## src/rtl/muldiv_pkg.sv

```systemverilog
// muldiv_pkg: shared definitions for the multiply/divide unit.
//   - OP_* encodings: op[0] = 1 divide / 0 multiply, op[1] = 1 signed.
//   - state_t: FSM states. ST_FIX exists only when MULDIV_SIGNED_EN is defined.
//   - ITER_DEFAULT: iteration count, which equals the operand width.
//   - magnitude(): conditional two's-complement negate, used both to take
//     operand magnitudes and to apply the result signs.
package muldiv_pkg;

   localparam int ITER_DEFAULT = 32;

   localparam logic [1:0] OP_MULTU = 2'b00;
   localparam logic [1:0] OP_DIVU  = 2'b01;
   localparam logic [1:0] OP_MULT  = 2'b10;
   localparam logic [1:0] OP_DIV   = 2'b11;

   typedef enum logic [1:0] {
      ST_IDLE = 2'd0,
      ST_RUN  = 2'd1,
`ifdef MULDIV_SIGNED_EN
      ST_FIX  = 2'd2,
`endif
      ST_DONE = 2'd3
   } state_t;

   function automatic logic [31:0] magnitude(input logic [31:0] v, input logic neg);
      return neg ? (32'd0 - v) : v;
   endfunction

endpackage

```

## src/rtl/muldiv_step.sv

```systemverilog
// muldiv_step: one combinational iteration of the multiply/divide datapath.
//   is_div   : 1 = restoring-divide step, 0 = shift-add multiply step
//   opa      : multiplicand (used by multiply)
//   opb      : divisor (used by divide)
//   wh, wl   : working pair in (acc_hi/acc_lo, or R/Q)
//   nh, nl   : working pair after this iteration
module muldiv_step (
   input  logic        is_div,
   input  logic [31:0] opa,
   input  logic [31:0] opb,
   input  logic [31:0] wh,
   input  logic [31:0] wl,
   output logic [31:0] nh,
   output logic [31:0] nl
);

   logic [32:0] madd;
   logic [32:0] trial;

   always_comb begin
      madd  = {1'b0, wh} + (wl[0] ? {1'b0, opa} : 33'd0);
      // Shifted remainder {R, Q[31]} is below 2*B, so bit 32 of the
      // 33-bit difference is set exactly when the trial goes negative.
      trial = {wh, wl[31]} - {1'b0, opb};
      nh    = '0;
      nl    = '0;
      if (is_div) begin
         if (!trial[32]) begin
            nh = trial[31:0];
            nl = {wl[30:0], 1'b1};
         end else begin
            nh = {wh[30:0], wl[31]};
            nl = {wl[30:0], 1'b0};
         end
      end else begin
         // Right shift of {carry, acc_hi, acc_lo}.
         nh = madd[32:1];
         nl = {madd[0], wl[31:1]};
      end
   end

endmodule

```

## src/rtl/muldiv_unit.sv

```systemverilog
// muldiv_unit: iterative multiply/divide unit beside the ALU in EX.
// Owns HI/LO and stalls the pipeline while an operation is in flight.
//   clk, rst      : clock, synchronous active-high reset
//   start, op     : operation request and opcode (op[0] divide, op[1] signed)
//   abort         : flush; cancels the operation in flight, beats start
//   dataA, dataB  : multiplicand/dividend, multiplier/divisor
//   busy          : operation in flight (RUN, and FIX when present)
//   done          : one-cycle pulse, HI/LO updated on the previous edge
//   stall_req     : combinational stall request to the pipeline
//   hi, lo        : HI/LO architectural registers
// Build option: define MULDIV_SIGNED_EN to support signed MULT/DIV through
// an extra FIX state (latency 34 for all ops); otherwise op[1] is ignored
// and latency is 33.
module muldiv_unit
   import muldiv_pkg::*;
#(
   parameter int ITER = ITER_DEFAULT
) (
   input  logic        clk,
   input  logic        rst,
   input  logic        start,
   input  logic [1:0]  op,
   input  logic        abort,
   input  logic [31:0] dataA,
   input  logic [31:0] dataB,
   output logic        busy,
   output logic        done,
   output logic        stall_req,
   output logic [31:0] hi,
   output logic [31:0] lo
);

   localparam int CW = $clog2(ITER);
   localparam logic [CW-1:0] LAST = CW'(ITER - 1);

   state_t        state;
   logic [CW-1:0] cnt;
   logic [31:0]   opa, opb, wh, wl;
   logic [31:0]   nh, nl;
   logic [31:0]   ma, mb;
   logic          is_div;
   logic          accepting;

`ifdef MULDIV_SIGNED_EN
   logic        sa_in, sb_in;
   logic        neg_q, neg_r;
   logic [63:0] fix_prod;
   logic [31:0] fix_hi, fix_lo;

   assign sa_in = op[1] & dataA[31];
   assign sb_in = op[1] & dataB[31];
   assign ma    = magnitude(dataA, sa_in);
   assign mb    = magnitude(dataB, sb_in);

   // Sign restoration: product/quotient negated on differing signs,
   // remainder follows the dividend. Flags are zero for unsigned ops.
   always_comb begin
      fix_prod = neg_q ? (64'd0 - {wh, wl}) : {wh, wl};
      if (is_div) begin
         fix_hi = magnitude(wh, neg_r);
         fix_lo = magnitude(wl, neg_q);
      end else begin
         fix_hi = fix_prod[63:32];
         fix_lo = fix_prod[31:0];
      end
   end
`else
   logic unused_op1;

   assign unused_op1 = op[1];
   assign ma         = dataA;
   assign mb         = dataB;
`endif

   assign accepting = (state == ST_IDLE) || (state == ST_DONE);
   assign stall_req = busy | (start & ~abort & accepting);

   muldiv_step u_step (
      .is_div (is_div),
      .opa    (opa),
      .opb    (opb),
      .wh     (wh),
      .wl     (wl),
      .nh     (nh),
      .nl     (nl)
   );

   always_ff @(posedge clk) begin
      if (rst) begin
         state  <= ST_IDLE;
         cnt    <= '0;
         busy   <= 1'b0;
         done   <= 1'b0;
         hi     <= '0;
         lo     <= '0;
         opa    <= '0;
         opb    <= '0;
         wh     <= '0;
         wl     <= '0;
         is_div <= 1'b0;
`ifdef MULDIV_SIGNED_EN
         neg_q  <= 1'b0;
         neg_r  <= 1'b0;
`endif
      end else if (abort) begin
         state <= ST_IDLE;
         busy  <= 1'b0;
         done  <= 1'b0;
      end else begin
         done <= 1'b0;
         case (state)
            ST_IDLE, ST_DONE: begin
               if (start) begin
                  opa    <= ma;
                  opb    <= mb;
                  is_div <= op[0];
                  // Multiply accumulator starts {0, B}; divide starts {R=0, Q=A}.
                  wh     <= '0;
                  wl     <= op[0] ? ma : mb;
                  cnt    <= '0;
                  busy   <= 1'b1;
                  state  <= ST_RUN;
`ifdef MULDIV_SIGNED_EN
                  neg_q  <= sa_in ^ sb_in;
                  neg_r  <= sa_in;
`endif
               end else begin
                  state <= ST_IDLE;
               end
            end
            ST_RUN: begin
               wh  <= nh;
               wl  <= nl;
               cnt <= cnt + CW'(1);
               if (cnt == LAST) begin
`ifdef MULDIV_SIGNED_EN
                  state <= ST_FIX;
`else
                  state <= ST_DONE;
                  busy  <= 1'b0;
                  done  <= 1'b1;
                  hi    <= nh;
                  lo    <= nl;
`endif
               end
            end
`ifdef MULDIV_SIGNED_EN
            ST_FIX: begin
               state <= ST_DONE;
               busy  <= 1'b0;
               done  <= 1'b1;
               hi    <= fix_hi;
               lo    <= fix_lo;
            end
`endif
            default: state <= ST_IDLE;
         endcase
      end
   end

endmodule
```

## config.mk

```make
export PLATFORM = sky130hd
export DESIGN_NAME = muldiv_unit
export DESIGN_NICKNAME = d
export VERILOG_FILES = /design/src/rtl/muldiv_pkg.sv /design/src/rtl/muldiv_step.sv /design/src/rtl/muldiv_unit.sv
export SDC_FILE = /design/constraint.sdc
export NUM_CORES = 1
export LEC_CHECK = 0
export CAP_MARGIN = 20
export CORE_AREA = 2 2 147 149
export CTS_CLUSTER_SIZE = 14
export DETAILED_ROUTE_END_ITERATION = 8
export DIE_AREA = 0 0 149 151
export PLACE_DENSITY = 0.83
export SETUP_SLACK_MARGIN = 0.02
export SYNTH_ARGS = -nofsm -noshare
export SYNTH_HDL_FRONTEND = slang
export SYNTH_SLANG_ARGS = --single-unit
```

## constraint.sdc

```tcl
create_clock -name clk -period 5.1 [get_ports clk]
set_clock_uncertainty 0.05 [all_clocks]
set_input_delay 1.02 -clock clk [delete_from_list [all_inputs] [get_ports clk]]
set_output_delay 1.02 -clock clk [all_outputs]
set_load 0.02 [all_outputs]
```

==> flow_summary.yaml <==
cells_and_area:
  final_common_cell: "nand2_1"
  nets: 1784
  final_layout_size_suffix_gt1_frac: 0.05000
  n_fill_cell: 1772
  final_cell_mix: "230 x nand2_1, 201 x dfxtp_1, 183 x a21oi_1, 137 x nor2_1, 133 x clkdlybuf4s50_1"
  num_antenna_cells: 0
  final_cells: 1935
  synthToLayoutAreaGrowth_pct: 18.21
  post-route-util: 0.7006
sta:
  setup_viol: 0
  hold_viol: 0
  tightest_slew_ns: 1.105
  fin_tns_setup_ns: 0
  slew_viol_final: 0
  rsz0062_at_grt: "no"
  fmaxAchievable_mhz: 237.6
  finalCritPeriodShare: 0.8252
  slew_headroom: 0.2622
  min_period_ns: 4.208
setup_path:
  startpoint_type: "register"
  cp-startpoint: "wl[31]$_SDFFE_PP0P_"
  r2r_start: "wl[31]$_SDFFE_PP0P_"
  crit_arrival_ns: 4.52
  critPathKind: "register to register"
  worst-path-max-fanout: 25
  critPathCaptureType: "register"
  worstPathRequired_ns: 5.42
placed_design:
  hpwl_mm: 26.45
  dp_cells: 1894
  gp_congestion: 0.9637
  io_buffers: 135
clock_tree:
  clockRootBuffer: "clkbuf_16"
  path_clk_slew_ns: 0.06
  cts_tree: "done"
  clock_path_buffers: 3
  cts_setup_buffers: 0
  insertion_delay_ns: 0.52
  numCtsBuffers: 23
  cts_resized: 0
  hold_buffers: 0
  clkSinkCount: 202
  htreeDepth: 1
global_routing:
  grt_antenna_before_repair: 0
  grt_pass1_vias: 10960
  grtUsageTotal: 0.3247
  grt_overflow: 0
  grt_pass1_wl_mm: 58.44
  grt_max_degree: 107
die:
  core_mm2: 0.02082
  io_pins: 137
  std_cell_rows: 53
  die_w_um: 149
  die-area_mm2: 0.02250
  die_h_um: 151
  initial_core_util: 0.5927
power_and_ir_drop:
  power_uw: 4062
  p_leak_uw: 0.005653
  pwr_density_cell_mw_per_mm2: 278.4
  ir_drop_uv: 277.4
drt:
  route.met2.wl_mm: 15.98
  totalWireLength_mm: 37.22
  dr_total_vias: 12010
  viasPerCell: 6.204
  drtIter0Drc: 977
  dr.max_layer_used: "met4"
  drtPass1Iterations: 5
  avgRoutedWirePerCell_um: 19.23
  drtAntennaViolNets: 0
  remaining_drc_errors: 0
  route.met3.wl_mm: 2.995
  wl_met1_mm: 17.59
job:
  maxCapViolCount: 0
synthesis:
  synth_top_flop_cell: "dfxtp_1"
  syn_nets: 1720
  ys_warn_count: 0
  synth_area_per_cell_um2: 7.810
  yosys-top-cells-area: "dfxtp_1 33%, a21oi_1 7.4%, nand2_1 7.0%"
  syn_area_mm2: 0.01234
  synth_top_cell_area_share: 0.3277
  synthDistinctLibCells: 76
  synth_area_leader_cell: "dfxtp_1"
  synthArstFlopShare: 0
  ys_ff_latch: 202
  synth_edf_count: 0
  syn_inst: 1580
  synth_seq_area_share: 0.3277
min_path:
  hold_class: "register to register"
  hold_start: "opa[16]$_SDFFE_PP0P_"
run_status:
  status: "finished clean"
-- where the power goes --
group          internal (uW)  switching, uW  leakage [uW]
combinational            228            338       0.00360
sequential              1620           33.6       0.00164
clock                   1170            679      0.000414
-- path summary, 6_finish.rpt --
path / cells after the start / to / slack [ns]
max reg2reg: 13 / hi[11]$_SDFFE_PP0P_ / 0.89
max: 13 / hi[11]$_SDFFE_PP0P_ / 0.89
min reg2reg: 2 / opa[16]$_SDFFE_PP0P_ / 0.40
min: 2 / opa[16]$_SDFFE_PP0P_ / 0.40
-- layer usage --
layer | GRT usage | up-vias
li1 | - | 5794
met1 | 0.4909 | 5657
met2 | 0.4938 | 501
met3 | 0.04488 | 53
met5 | 0 | -
met4 | 0.06524 | 0
-- flip-flops by register name, summed over array words and instances (netlist names) --
| register | flops |
|---|---|
| cnt | 5 |
| opa | 32 |
| hi | 32 |
| is_div | 1 |
| wl | 32 |
| lo | 32 |
| busy | 1 |
| wh | 32 |
| state | 2 |
| done | 1 |
| opb | 32 |
-- synth_stat cells (all sizes together) (8+ instances only) --
master	instances
nand2b	12
o31ai	8
xor2	21
nand3b	10
nand3	11
and2	36
xnor2	27
nor2b	43
ha	68
nor3	21
nor2	138
a31oi	15
a21oi	184
o211ai	10
a211oi	113
mux2	11
o21ai	50
nor3b	10
nand2	230
buf	18
o21a	18
a22o	12
clkbuf	93
a21o	32
dfxtp	202
inv	40
mux2i	45
o21bai	9
nand4	13
-- metrics by stage --
stage / area (um2) / hold slack, ns / setup WS, ns
after floorplan: 12340 / 0.3817 / 1.797
after global placement: 13750 / 0.3888 / 1.001
after detailed placement: 13750 / 0.3938 / 1.008
after CTS: 14590 / 0.4023 / 0.9818
after global routing: 14590 / 0.4204 / 0.7415
final: 14590 / 0.4005 / 0.8917
-- critical path, stage by stage, from the launching register on --
cell and delay [ns]:
dfxtp_1 0.40, inv_1 0.06, ha_1 0.23, fa_1 0.42
nand2b_1 0.20, a21oi_1 0.42, o211ai_2 0.21, a21oi_1 0.24
or3_1 0.25, and2_1 0.50, buf_12 0.27, mux2_4 0.33
a211oi_1 0.38, nor3_1 0.09
-- cell type report --
| type | count | area (um2) | share of cell area |
|---|---|---|---|
| Clock buffer | 33 | 673.1 | 0.04614 |
| Clock inverter | 8 | 168.9 | 0.01158 |
| Inverter | 41 | 153.9 | 0.01055 |
| Multi-Input combinational cell | 1226 | 7719 | 0.5291 |
| Sequential cell | 202 | 4048 | 0.2775 |
| Tap cell | 275 | 344.1 | 0.02359 |
| Timing Repair Buffer | 150 | 1481 | 0.1016 |
-- cells by family after synthesis --
group | count (synthesis) | synth area share
fa+ha+maj | 70 | 0.07219
buf+inv | 152 | 0.04806
mux | 56 | 0.04715
compound gates | 507 | 0.2688
flops | 202 | 0.3277
simple gates | 545 | 0.2021
xor+xnor | 48 | 0.03407
No activity file was read; power rests on OpenSTA's default activity.
